==> config.mk <==
export PLATFORM = sky130hd
export DESIGN_NAME = pwq_activation
export DESIGN_NICKNAME = d
export VERILOG_FILES = /design/src/rtl/pwq_pkg.sv /design/src/rtl/pwq_seg_select.sv /design/src/rtl/pwq_activation.sv
export SDC_FILE = /design/constraint.sdc
export NUM_CORES = 1
export LEC_CHECK = 0
export BUFFER_PORTS_ARGS = -buffer_cell sky130_fd_sc_hd__buf_2
export CORE_MARGIN = 2
export CORE_UTILIZATION = 40
export DETAILED_ROUTE_END_ITERATION = 7
export HOLD_SLACK_MARGIN = 0.03
export MAX_ROUTING_LAYER = met4
export PLACE_DENSITY_LB_ADDON = 0.3
export SETUP_SLACK_MARGIN = 0.4
export SLEW_MARGIN = 40
export SYNTH_ARGS = -nofsm -noshare
export SYNTH_HDL_FRONTEND = slang
export SYNTH_SLANG_ARGS = --single-unit
==> constraint.sdc <==
create_clock -name clock -period 7.8 [get_ports clock]
set_input_delay 1.56 -clock clock [delete_from_list [all_inputs] [get_ports clock]]
set_output_delay 1.56 -clock clock [all_outputs]
set_load 0.02 [all_outputs]
==> src/rtl/pwq_pkg.sv <==
// pwq_pkg: shared definitions for the piecewise-quadratic activation unit.
//   - pwq_seg_e       : input segment selected from the effective argument xe
//   - pwq_tanh_coef() : real-valued tanh coefficients (c0, c1, c2) per segment
//   - pwq_quant()     : quantises a real coefficient to round(c * 2^frac_w)
// Both functions are evaluated at elaboration time only.
package pwq_pkg;

    typedef enum logic [2:0] {
        SAT_NEG = 3'd0,
        SEG0    = 3'd1,
        SEG1    = 3'd2,
        SEG2    = 3'd3,
        SEG3    = 3'd4,
        SAT_POS = 3'd5
    } pwq_seg_e;

    // seg: 0..3 = SEG0..SEG3, k: 0..2 = c0..c2
    function automatic real pwq_tanh_coef(input int seg, input int k);
        real c;
        c = 0.0;
        case (seg * 3 + k)
            0:  c = -0.39814608;
            1:  c =  0.46527859;
            2:  c =  0.09007576;
            3:  c =  0.0031444;
            4:  c =  1.08381219;
            5:  c =  0.31592922;
            6:  c = -0.00349517;
            7:  c =  1.08538355;
            8:  c = -0.31676793;
            9:  c =  0.39878032;
            10: c =  0.46509003;
            11: c = -0.09013554;
            default: c = 0.0;
        endcase
        return c;
    endfunction

    // Round to nearest, ties away from zero.
    function automatic int pwq_quant(input real c, input int frac_w);
        real s;
        s = c * $itor(1 << frac_w);
        if (s >= 0.0) return $rtoi(s + 0.5);
        else          return -$rtoi(-s + 0.5);
    endfunction

endpackage

==> src/rtl/pwq_seg_select.sv <==
// pwq_seg_select: combinational segment compare and coefficient mux (stage S1).
// Ports:
//   i_xe   signed effective argument (x, or x/2 for sigmoid), FRAC_W fraction bits
//   o_seg  selected segment
//   o_c0..o_c2  quantised coefficients for that segment
// Boundaries are strict on the lower side: each segment is (lo, hi].
module pwq_seg_select
    import pwq_pkg::*;
#(
    parameter int DATA_W = 16,
    parameter int FRAC_W = 8
) (
    input  logic signed [DATA_W-1:0] i_xe,
    output pwq_seg_e                 o_seg,
    output logic signed [DATA_W-1:0] o_c0,
    output logic signed [DATA_W-1:0] o_c1,
    output logic signed [DATA_W-1:0] o_c2
);

    localparam logic signed [DATA_W-1:0] ONE       = DATA_W'(1 << FRAC_W);
    localparam logic signed [DATA_W-1:0] NEG_ONE   = -ONE;
    localparam logic signed [DATA_W-1:0] THREE     = DATA_W'(3 << FRAC_W);
    localparam logic signed [DATA_W-1:0] NEG_THREE = -THREE;

    localparam logic signed [DATA_W-1:0] C0_S0 = DATA_W'(pwq_quant(pwq_tanh_coef(0, 0), FRAC_W));
    localparam logic signed [DATA_W-1:0] C1_S0 = DATA_W'(pwq_quant(pwq_tanh_coef(0, 1), FRAC_W));
    localparam logic signed [DATA_W-1:0] C2_S0 = DATA_W'(pwq_quant(pwq_tanh_coef(0, 2), FRAC_W));
    localparam logic signed [DATA_W-1:0] C0_S1 = DATA_W'(pwq_quant(pwq_tanh_coef(1, 0), FRAC_W));
    localparam logic signed [DATA_W-1:0] C1_S1 = DATA_W'(pwq_quant(pwq_tanh_coef(1, 1), FRAC_W));
    localparam logic signed [DATA_W-1:0] C2_S1 = DATA_W'(pwq_quant(pwq_tanh_coef(1, 2), FRAC_W));
    localparam logic signed [DATA_W-1:0] C0_S2 = DATA_W'(pwq_quant(pwq_tanh_coef(2, 0), FRAC_W));
    localparam logic signed [DATA_W-1:0] C1_S2 = DATA_W'(pwq_quant(pwq_tanh_coef(2, 1), FRAC_W));
    localparam logic signed [DATA_W-1:0] C2_S2 = DATA_W'(pwq_quant(pwq_tanh_coef(2, 2), FRAC_W));
    localparam logic signed [DATA_W-1:0] C0_S3 = DATA_W'(pwq_quant(pwq_tanh_coef(3, 0), FRAC_W));
    localparam logic signed [DATA_W-1:0] C1_S3 = DATA_W'(pwq_quant(pwq_tanh_coef(3, 1), FRAC_W));
    localparam logic signed [DATA_W-1:0] C2_S3 = DATA_W'(pwq_quant(pwq_tanh_coef(3, 2), FRAC_W));

    always_comb begin
        o_seg = SEG1;
        o_c0  = C0_S1;
        o_c1  = C1_S1;
        o_c2  = C2_S1;
        if (i_xe <= NEG_THREE) begin
            // Saturated: constant output, polynomial terms forced to zero
            o_seg = SAT_NEG;
            o_c0  = NEG_ONE;
            o_c1  = '0;
            o_c2  = '0;
        end else if (i_xe <= NEG_ONE) begin
            o_seg = SEG0;
            o_c0  = C0_S0;
            o_c1  = C1_S0;
            o_c2  = C2_S0;
        end else if (i_xe <= 0) begin
            o_seg = SEG1;
            o_c0  = C0_S1;
            o_c1  = C1_S1;
            o_c2  = C2_S1;
        end else if (i_xe <= ONE) begin
            o_seg = SEG2;
            o_c0  = C0_S2;
            o_c1  = C1_S2;
            o_c2  = C2_S2;
        end else if (i_xe <= THREE) begin
            o_seg = SEG3;
            o_c0  = C0_S3;
            o_c1  = C1_S3;
            o_c2  = C2_S3;
        end else begin
            o_seg = SAT_POS;
            o_c0  = ONE;
            o_c1  = '0;
            o_c2  = '0;
        end
    end

endmodule

==> src/rtl/pwq_activation.sv <==
// pwq_activation: pipelined piecewise-quadratic tanh / sigmoid unit.
// sigmoid(x) = 0.5 + 0.5*tanh(x/2), sharing the tanh tables.
// Ports:
//   clock, reset            rising-edge clock, synchronous active-high reset
//   in_valid/in_ready       input handshake; in_data (signed Q.FRAC_W), in_mode
//                           (0 tanh, 1 sigmoid), in_tag (returned unchanged)
//   out_valid/out_ready     output handshake; out_data (signed Q.FRAC_W), out_tag
// Handshake: a word moves when valid && ready on a rising edge. The whole
// pipeline advances when the output register is empty or being consumed, so
// in_ready = !out_valid || out_ready; out_data/out_tag hold while stalled.
// Stages: S1 segment/coeff, S2 square and linear term, S3 quadratic term,
// S4 sum+clamp, then the output register (sigmoid scaling) -> 4-edge latency.
// Build option: define PWQ_ROUND_EN to round half up in the product scaling
// instead of truncating.
module pwq_activation
    import pwq_pkg::*;
#(
    parameter int DATA_W = 16,
    parameter int FRAC_W = 8,
    parameter int TAG_W  = 4
) (
    input  logic                     clock,
    input  logic                     reset,
    input  logic                     in_valid,
    output logic                     in_ready,
    input  logic signed [DATA_W-1:0] in_data,
    input  logic                     in_mode,
    input  logic        [TAG_W-1:0]  in_tag,
    output logic                     out_valid,
    input  logic                     out_ready,
    output logic signed [DATA_W-1:0] out_data,
    output logic        [TAG_W-1:0]  out_tag
);

    localparam int PW = 2 * DATA_W;
    localparam int TW = DATA_W + 2;
`ifdef PWQ_ROUND_EN
    localparam logic signed [PW-1:0] RND = PW'(1 << (FRAC_W - 1));
`else
    localparam logic signed [PW-1:0] RND = '0;
`endif
    localparam logic signed [TW-1:0]     T_MAX = TW'(1 << FRAC_W);
    localparam logic signed [TW-1:0]     T_MIN = -T_MAX;
    localparam logic signed [DATA_W-1:0] HALF  = DATA_W'(1 << (FRAC_W - 1));

    logic w_advance;
    assign w_advance = !out_valid || out_ready;
    assign in_ready  = w_advance;

    // S1
    logic signed [DATA_W-1:0] w_xe, w_c0, w_c1, w_c2;
    pwq_seg_e                 w_seg;
    assign w_xe = in_mode ? (in_data >>> 1) : in_data;

    pwq_seg_select #(.DATA_W(DATA_W), .FRAC_W(FRAC_W)) u_seg (
        .i_xe (w_xe),
        .o_seg(w_seg),
        .o_c0 (w_c0),
        .o_c1 (w_c1),
        .o_c2 (w_c2)
    );

    logic                     r1_valid, r1_mode;
    logic        [TAG_W-1:0]  r1_tag;
    logic signed [DATA_W-1:0] r1_xe, r1_c0, r1_c1, r1_c2;

    // S2
    logic signed [PW-1:0] w_xe_ext, w_c1_ext, w_sq_prod, w_p1_prod;
    assign w_xe_ext  = {{DATA_W{r1_xe[DATA_W-1]}}, r1_xe};
    assign w_c1_ext  = {{DATA_W{r1_c1[DATA_W-1]}}, r1_c1};
    assign w_sq_prod = (w_xe_ext * w_xe_ext + RND) >>> FRAC_W;
    assign w_p1_prod = (w_c1_ext * w_xe_ext + RND) >>> FRAC_W;

    logic                     r2_valid, r2_mode;
    logic        [TAG_W-1:0]  r2_tag;
    logic signed [DATA_W-1:0] r2_sq, r2_p1, r2_c0, r2_c2;

    // S3
    logic signed [PW-1:0] w_c2_ext, w_sq_ext, w_p2_prod;
    assign w_c2_ext  = {{DATA_W{r2_c2[DATA_W-1]}}, r2_c2};
    assign w_sq_ext  = {{DATA_W{r2_sq[DATA_W-1]}}, r2_sq};
    assign w_p2_prod = (w_c2_ext * w_sq_ext + RND) >>> FRAC_W;

    logic                     r3_valid, r3_mode;
    logic        [TAG_W-1:0]  r3_tag;
    logic signed [DATA_W-1:0] r3_c0, r3_p1, r3_p2;

    // S4: two guard bits keep the three-term sum from wrapping before the clamp
    logic signed [TW-1:0] w_t, w_t_clamp;
    assign w_t = {{2{r3_c0[DATA_W-1]}}, r3_c0}
               + {{2{r3_p1[DATA_W-1]}}, r3_p1}
               + {{2{r3_p2[DATA_W-1]}}, r3_p2};
    assign w_t_clamp = (w_t > T_MAX) ? T_MAX : ((w_t < T_MIN) ? T_MIN : w_t);

    logic                     r4_valid, r4_mode;
    logic        [TAG_W-1:0]  r4_tag;
    logic signed [DATA_W-1:0] r4_t;

    // Output stage
    logic signed [DATA_W-1:0] w_out;
    assign w_out = r4_mode ? (HALF + (r4_t >>> 1)) : r4_t;

    always_ff @(posedge clock) begin
        if (reset) begin
            r1_valid  <= 1'b0;
            r2_valid  <= 1'b0;
            r3_valid  <= 1'b0;
            r4_valid  <= 1'b0;
            out_valid <= 1'b0;
            out_data  <= '0;
            out_tag   <= '0;
        end else if (w_advance) begin
            r1_valid <= in_valid;
            r1_mode  <= in_mode;
            r1_tag   <= in_tag;
            r1_xe    <= w_xe;
            r1_c0    <= w_c0;
            r1_c1    <= w_c1;
            r1_c2    <= w_c2;

            r2_valid <= r1_valid;
            r2_mode  <= r1_mode;
            r2_tag   <= r1_tag;
            r2_sq    <= w_sq_prod[DATA_W-1:0];
            r2_p1    <= w_p1_prod[DATA_W-1:0];
            r2_c0    <= r1_c0;
            r2_c2    <= r1_c2;

            r3_valid <= r2_valid;
            r3_mode  <= r2_mode;
            r3_tag   <= r2_tag;
            r3_c0    <= r2_c0;
            r3_p1    <= r2_p1;
            r3_p2    <= w_p2_prod[DATA_W-1:0];

            r4_valid <= r3_valid;
            r4_mode  <= r3_mode;
            r4_tag   <= r3_tag;
            r4_t     <= w_t_clamp[DATA_W-1:0];

            out_valid <= r4_valid;
            out_data  <= w_out;
            out_tag   <= r4_tag;
        end
    end

    // Upper product bits and the segment id are intentionally not consumed
    logic w_unused;
    assign w_unused = ^{w_sq_prod, w_p1_prod, w_p2_prod, w_t_clamp, w_seg};

endmodule

==> results of run 1 <==
cells by family (layout without fill, tap and decap cells):
logic type / count (synthesis) / in the layout / synth area share
AOI/OAI and AO/OA: 188 / 188 / 0.0579
adders and majority gates: 635 / 635 / 0.478
DFF: 167 / 167 / 0.206
and+or+nand+nor: 490 / 490 / 0.104
xor gates and xnor gates: 95 / 95 / 0.0364
buffers and inverters: 643 / 688 / 0.105
muxes: 25 / 25 / 0.0115
worst paths after layout:
path             start        end  slack [ps]  cells after the start
min          r2_tag[3]  r3_tag[3]         410                      0
min reg2reg  r2_tag[3]  r3_tag[3]         410                      0
max reg2reg   r2_c0[6]  r3_p2[15]         980                     18
max           r2_c0[6]  r3_p2[15]         980                     18
registers in the layout, summed over array words and instances (netlist names), 6 cells and up:
signal,flops
r3_c0,6
out_data,16
r2_sq,16
r1_xe,16
r3_p1,16
r4_t,16
r1_c0,6
r2_c0,6
r2_p1,16
r3_p2,16
Yosys cell counts (3+ instances only):
cell type and instances:
nor2b_1 10, nand3_1 15, mux2i_1 13, mux2_2 12, xor2_1 20, inv_1 593, nand2_1 173, a211oi_1 17
edfxtp_1 142, clkbuf_1 43, dfxtp_1 25, a21o_1 16, o211ai_1 4, a21boi_1 3, or2_2 4, nand2b_1 8
a41o_1 9, fa_1 412, nor3_1 22, nor4_1 4, o21ai_2 4, o21ai_0 20, and2_1 132, a21oi_1 58
o31ai_1 3, ha_1 223, xnor2_1 74, a31oi_1 7, nor2_1 95, o21bai_1 4, o21a_1 9, nand4_1 13
final cells by class:
cell class	count	share of cell area
clock buffers	17	0.0171
clock inverters	15	0.00870
inverters	595	0.0898
multi-input cells	1433	0.639
flip-flops and latches	167	0.191
well taps	765	0.0385
repair buffers	61	0.0153
layer usage:
metal  global-route usage  wire length [um]
met1                0.216             21400
met2                0.296             22800
met3               0.0257              1430
met4               0.0506              1120
met5                    -                 0
worst max-delay path: stages, from the launching register on:
cell	delay [ps]
edfxtp_1	710
nand2_1	350
fa_1	650
fa_1	560
inv_1	300
fa_1	520
fa_1	520
fa_1	500
inv_1	50
fa_1	470
inv_1	40
ha_1	330
a21o_1	190
a221oi_1	320
o221a_2	230
nand2_1	110
a41o_1	300
o41ai_1	300
xnor2_1	110
stage by stage:
stage / hold slack, ps / utilization
global route: 418 / 0.434
finish: 414 / 0.434
detailed placement: 405 / 0.422
floorplan: 400 / -
CTS: 417 / 0.433
global placement: 401 / 0.421
==> metrics.csv, run 1 <==
metric;value;unit
grt_pass1_wl;80.0;mm
port-buffer-count;46;
synth_ff_type;edfxtp_1;
fin_area;24900;um2
viasPerCell;4.77;
stdcell_count;3053;
setup_slack;983;ps
initial_core_util;0.402;
rsz0062_at_grt;false;
diodes;0;
post-cts-setup-buffers;0;
crit_arrival;7040;ps
mappedNetlistArea;23100;um2
clk_path_buf_depth;2;
dp_cells;3018;
totalWireLength;46.7;mm
pre_cts_ws;992;ps
htreeDepth;4;
relSlewSlack;0.407;
grtUsageTotal;0.174;
fp.dieW;244;um
ios;47;
drv_cap;0;
endpoint_kind;flop;
layout_min_cycle_time;6820;ps
drtPass1Iterations;5;
placed_area;24200;um2
grt_max_degree;143;
setup_tns;0;ps
fin_skew;15.4;ps
fin_crit_sh;0.874;
grt_pass1_vias;16131;
root_buffer;clkbuf_16;
worst_pin_slew;882;ps
cts_sinks;167;
synthTopCellsByArea;fa_1 (36%), edfxtp_1 (18%), ha_1 (12%);
synth_fp_nets;2903;
fp.coreArea;57400;um2
cts_tree;done;
yosysTopAreaCell;fa_1;
postCtsResizedCells;0;
hold_buffers;0;
areaGrowthSynthToFinish;7.84;%
fmax;147;MHz
outcome;finished, final reports clean;
fp.dieH;244;um
num_rows;88;
grt-ovfl-total;0;
dp.final_hpwl;38.6;mm
drt_iter0_markers;720;
synth-edff-count;142;
drive_above_1_share;0.0599;
clk_latency;470;ps
vias;14570;
ys_seq_area_frac;0.206;
cp_data_required_time;8030;ps
ant_nets;0;
crit_fanout;17;
cp-start-kind;flop;
finalHoldViolCount;0;
synth_cell_types;74;
clkTransAtPathRegs;80;ps
wl_per_cell;15.3;um
layout_commonest_cell;inv_1;
final_cell_mix;inv_1 (592), fa_1 (412), ha_1 (223);
drc;0;
syn_inst;2243;
setup_violations;0;
crit_type;flop to flop;
avgSynthCellArea;10.3;um2
fin_nets;2935;
multi_input_area;15900;um2
yosysTopAreaCellShare;0.357;
nFillCells;5408;
holdCritPathClass;flop to flop;
yosys_register_bits;167;
slew_viol_final;0;
ff_latch_area;4760;um2
async_flop_share;0;
dieArea;59600;um2
gp_congestion;0.880;
antenna_found_initial;0;
synth_warnings;0;
cts_buffers;17;
Power of run 1 is left out: the tool's default activity adds up to more than one toggle a clock period on the data nets, which glitch-free logic cannot reach.
==> inputs of run 2 (changes only) <==
--- a/config.mk
+++ b/config.mk
@@ -11,7 +11,7 @@
 export DETAILED_ROUTE_END_ITERATION = 7
 export HOLD_SLACK_MARGIN = 0.03
 export MAX_ROUTING_LAYER = met4
-export PLACE_DENSITY_LB_ADDON = 0.3
+export PLACE_DENSITY = 0.68
 export SETUP_SLACK_MARGIN = 0.4
 export SLEW_MARGIN = 40
 export SYNTH_ARGS = -nofsm -noshare
==> run 2 against run 1 <==
Hold slack worse by 7.9 ps. Count of clock-buffer cells in the layout up 1. Wire length down 1.2%. Sequential share of layout area about the same. Cell count unchanged. Highest routed layer unchanged. First-iteration DRC count down 5.7%.
==> metrics.csv, run 2 (same netlist as run 1, synthesis figures left out) <==
metric;value;unit;change
outcome;finished, final reports clean;;
dp_cells;3018;;unchanged
drv_cap;0;;unchanged
gp_congestion;0.882;;+0.22%
crit_chain;nand2_1, fa_1, fa_1, inv_1, fa_1, fa_1, fa_1, inv_1, fa_1, inv_1, ha_1, a21o_1, a221oi_1, o221a_2, nand2_1, a41o_1, nor2_1, o21bai_1, xor2_1;;
fin_area;24900;um2;-0.10%
wl_per_cell;15.1;um;-1.2%
cp-start-kind;flop;;
worstSetupEndpoint;r3_p2[14];;
final_cell_mix;inv_1 (593), fa_1 (412), ha_1 (223);;
postCtsResizedCells;0;;unchanged
reg2reg_from;r2_c0[6];;
path_common_cell;fa_1;;
critPathLaunch;r2_c0[6];;
drive_above_1_share;0.0594;;-0.000437
antenna_found_initial;0;;unchanged
hold_buffers;0;;unchanged
crit_arrival;7020;ps;-20 ps
endpoint_kind;flop;;
cts_sinks;167;;unchanged
fmax;147;MHz;+0.19%
dieArea;59600;um2;unchanged
fin_skew;28.7;ps;+13.3 ps
layout_commonest_cell;inv_1;;
r2r_end;r3_p2[14];;
clk_path_buf_depth;2;;unchanged
slew_viol_final;0;;unchanged
ff_latch_area;4760;um2;unchanged
multi_input_area;15900;um2;about the same
ant_nets;0;;unchanged
fin_nets;2935;;unchanged
nFillCells;5335;;-1.3%
htreeDepth;4;;unchanged
drt_iter0_markers;679;;-5.7%
crit_fanout;17;;unchanged
vias;14592;;+0.15%
dp.final_hpwl;38.0;mm;-1.5%
setup_tns;0;ps;unchanged
finalHoldViolCount;0;;unchanged
cpPeakStageDelay;750;ps;+40 ps
ios;47;;unchanged
post-cts-setup-buffers;0;;unchanged
grt-ovfl-total;0;;unchanged
cp_data_required_time;8010;ps;-20 ps
initial_core_util;0.402;;unchanged
drtPass1Iterations;5;;unchanged
areaGrowthSynthToFinish;7.73;%;
grtUsageTotal;0.172;;-0.00204
holdCritPathClass;flop to flop;;
clk_latency;480;ps;about the same
whs;407;ps;-7.88 ps
rsz0062_at_grt;false;;
diodes;0;;unchanged
fp.dieH;244;um;unchanged
worst_pin_slew;833;ps;-48.2 ps
viasPerCell;4.78;;+0.15%
fp.dieW;244;um;unchanged
crit_type;flop to flop;;
drc;0;;unchanged
grt_max_degree;143;;unchanged
layout_min_cycle_time;6800;ps;-12.8 ps
fin_crit_sh;0.872;;-0.00165
grt_pass1_wl;79.7;mm;-0.39%
relSlewSlack;0.444;;+0.0376
setup_violations;0;;unchanged
r2r_cells;19;;+1
r2r_slack;1000;ps;about the same
cts_buffers;17;;unchanged
root_buffer;clkbuf_16;;
num_rows;88;;unchanged
placed_area;24200;um2;about the same
fp.coreArea;57400;um2;unchanged
grt_pass1_vias;16298;;+1.0%
worst_path_max_delay_cell;fa_1;;
totalWireLength;46.2;mm;-1.2%
cts_tree;done;;
port-buffer-count;46;;unchanged
stdcell_count;3053;;unchanged
clkTransAtPathRegs;70;ps;about the same
## run 2: cell count changes in the layout (fill, tap and decap cells not counted)
cell	delta
clkinv_1	-1
clkinv_8	-5
buf_8	-2
inv_6	-2
nor4_1	+1
buf_6	+2
inv_1	+1
nor4_2	-1
clkbuf_16	+1
inv_8	+4
clkinv_4	+2
## run 2: metal layers
| metal | track usage | wire length, um | vias to the layer above |
|---|---|---|---|
| met5 | - | 0 | - |
| met4 | 0.0508 | 1050 | 0 |
| met3 | 0.0239 | 1420 | 57 |
| met2 | 0.296 | 23100 | 239 |
| met1 | 0.212 | 20600 | 7315 |
| li1 | - | - | 6981 |
## run 2: critical path, delay by kind of cell, from the launching register on
family,cells,cell delay (ps)
AOI/OAI and AO/OA,5,1150
DFF,1,700
xor gates and xnor gates,1,150
adders and majority gates,7,3530
and+or+nand+nor,3,640
buffers and inverters,3,390
## run 2: area by class of cell
type                    instances  area share
well taps                     765      0.0385
clock buffers                  18      0.0181
clock inverters                14     0.00725
flip-flops and latches        167       0.192
repair buffers                 61      0.0151
multi-input cells            1433       0.640
inverters                     595      0.0898
## run 2: worst min path at each step
stage	start	to	depth (start not counted)
2_1_floorplan	r1_c0[14]	r2_c0[14]	0
6_report	r2_c0[0]	r3_c0[0]	0
4_1_cts	r2_c0[0]	r3_c0[0]	0
3_3_place_gp	r1_tag[1]	r2_tag[1]	0
3_5_place_dp	r2_tag[0]	r3_tag[0]	0
5_1_grt	r2_c0[0]	r3_c0[0]	0
## run 2: metrics by stage
| step | utilization | setup WS (ps) |
|---|---|---|
| 3_3_place_gp | 0.421 | 1200 |
| 4_1_cts | 0.433 | 952 |
| 3_5_place_dp | 0.422 | 983 |
| 5_1_grt | 0.433 | 643 |
| 2_1_floorplan | - | 1560 |
| 6_report | 0.433 | 996 |
Power of run 2 is left out for the same reason.
==> inputs of run 3 (changes only) <==
--- a/config.mk
+++ b/config.mk
@@ -7,11 +7,12 @@
 export LEC_CHECK = 0
 export BUFFER_PORTS_ARGS = -buffer_cell sky130_fd_sc_hd__buf_2
 export CORE_MARGIN = 2
-export CORE_UTILIZATION = 40
+export CORE_UTILIZATION = 35
 export DETAILED_ROUTE_END_ITERATION = 7
 export HOLD_SLACK_MARGIN = 0.03
 export MAX_ROUTING_LAYER = met4
-export PLACE_DENSITY = 0.68
+export PLACE_DENSITY = 0.62
+export RECOVER_POWER = 25
 export SETUP_SLACK_MARGIN = 0.4
 export SLEW_MARGIN = 40
 export SYNTH_ARGS = -nofsm -noshare
==> run 3 against run 2 <==
First-iteration DRC count down 13%. Critical path type unchanged. Critical endpoint unchanged. Global-route usage is 1.9 points lower. Largest cell class unchanged. Setup slack improved by 25 ps. Hold slack improved by 8.9 ps. Register-to-register slack better by 20 ps.
==> metrics.csv, run 3 (same netlist as run 1, synthesis figures left out) <==
metric;value;unit;change
outcome;finished, final reports clean;;
fp.dieH;261;um;+6.8%
endpoint_kind;flop;;
grt_pass1_wl;79.9;mm;+0.23%
cts_tree;done;;
clkTransAtPathRegs;70;ps;about the same
cp_data_required_time;8030;ps;+20 ps
port-buffer-count;46;;unchanged
crit_chain;nand2_1, fa_1, fa_1, inv_1, fa_1, fa_1, fa_1, inv_1, fa_1, inv_1, ha_1, a21o_1, a221oi_1, o221a_2, nand2_1, a41o_1, nor2_1, o21bai_1, xor2_1;;
drtPass1Iterations;5;;unchanged
hold_buffers;0;;unchanged
layout_min_cycle_time;6780;ps;-24.6 ps
vias;14491;;-0.69%
dp.final_hpwl;38.5;mm;+1.4%
finalHoldViolCount;0;;unchanged
dp_cells;3117;;+3.3%
dieArea;68000;um2;+14%
drive_above_1_share;0.0555;;-0.00396
fin_area;25000;um2;+0.64%
fin_skew;11.5;ps;-17.2 ps
fp.coreArea;65500;um2;+14%
clk_path_buf_depth;2;;unchanged
pre_cts_ws;1020;ps;+32.3 ps
rsz0062_at_grt;false;;
fin_crit_sh;0.869;;-0.00315
cpPeakStageDelay;690;ps;-60 ps
final_cell_mix;inv_1 (593), fa_1 (412), ha_1 (223);;
grt-ovfl-total;0;;unchanged
areaGrowthSynthToFinish;8.42;%;
fp.dieW;261;um;+6.8%
drc;0;;unchanged
slew_viol_final;0;;unchanged
cts_buffers;17;;unchanged
drv_cap;0;;unchanged
fin_nets;2936;;+0.034%
fmax;147;MHz;+0.36%
root_buffer;clkbuf_16;;
ios;47;;unchanged
grt_pass1_vias;16076;;-1.4%
relSlewSlack;0.147;;-0.298
worst_path_max_delay_cell;edfxtp_1;;
cp-start-kind;flop;;
htreeDepth;4;;unchanged
ant_nets;0;;unchanged
stdcell_count;3156;;+3.4%
gp_congestion;0.871;;-1.2%
totalWireLength;46.4;mm;+0.54%
crit_type;flop to flop;;
placed_area;24300;um2;+0.54%
clk_latency;480;ps;about the same
setup_tns;0;ps;unchanged
worst_pin_slew;1280;ps;+446 ps
path_common_cell;fa_1;;
holdCritPathClass;flop to flop;;
cts_sinks;167;;unchanged
crit_arrival;7010;ps;about the same
viasPerCell;4.59;;-3.9%
grt_max_degree;143;;unchanged
antenna_found_initial;3;;+3
drt_iter0_markers;591;;-13%
wl_per_cell;14.7;um;-2.7%
grtUsageTotal;0.153;;-0.0193
layout_commonest_cell;inv_1;;
setup_slack;1020;ps;+24.6 ps
setup_violations;0;;unchanged
num_rows;94;;+6.8%
initial_core_util;0.352;;-0.0500
postCtsResizedCells;0;;unchanged
crit_fanout;17;;unchanged
post-cts-setup-buffers;0;;unchanged
## run 3: changes by cell type in the layout (fill, tap and decap cells not counted), sizes merged
cell,change
buf,-3
clkbuf,+4
inv,-4
diode,+3
clkinv,+4
## run 3: worst paths after layout
kind                            slack [ps]        end  cells past startpoint  startpoint
worst max-delay path                  1020  r3_p2[14]                     19    r2_c0[6]
worst min-delay path                   420   r2_c0[8]                      0    r1_c0[8]
worst max register to register        1020  r3_p2[14]                     19    r2_c0[6]
worst min register to register         420   r2_c0[8]                      0    r1_c0[8]
## run 3: layout make-up
type	instances	area, um2
Clock buffer	18	450
Timing Repair Buffer	62	387
Multi-Input combinational cell	1433	15900
Antenna cell	3	7.51
Inverter	595	2230
Clock inverter	14	190
Tap cell	864	1080
Sequential cell	167	4760
Fill cell	6361	40500
## run 3: routing by layer
layer,global-route usage,part of all wire
met2,0.262,0.50
met5,-,0
met1,0.186,0.45
met3,0.0220,0.031
met4,0.0487,0.024
## run 3: through the flow
step,hold slack [ps],utilization
final,415,0.382
after global routing,422,0.382
after CTS,414,0.381
after detailed placement,405,0.371
after global placement,402,0.371
after floorplan,400,-
## run 3: critical path: cells and delay by family (launching register included)
family	cells	cell delay (ps)
fa+ha+maj	7	3540
compound gates	5	1110
flops	1	690
simple gates	3	640
buf+inv	3	390
xor+xnor	1	140
Power of run 3 is left out for the same reason.
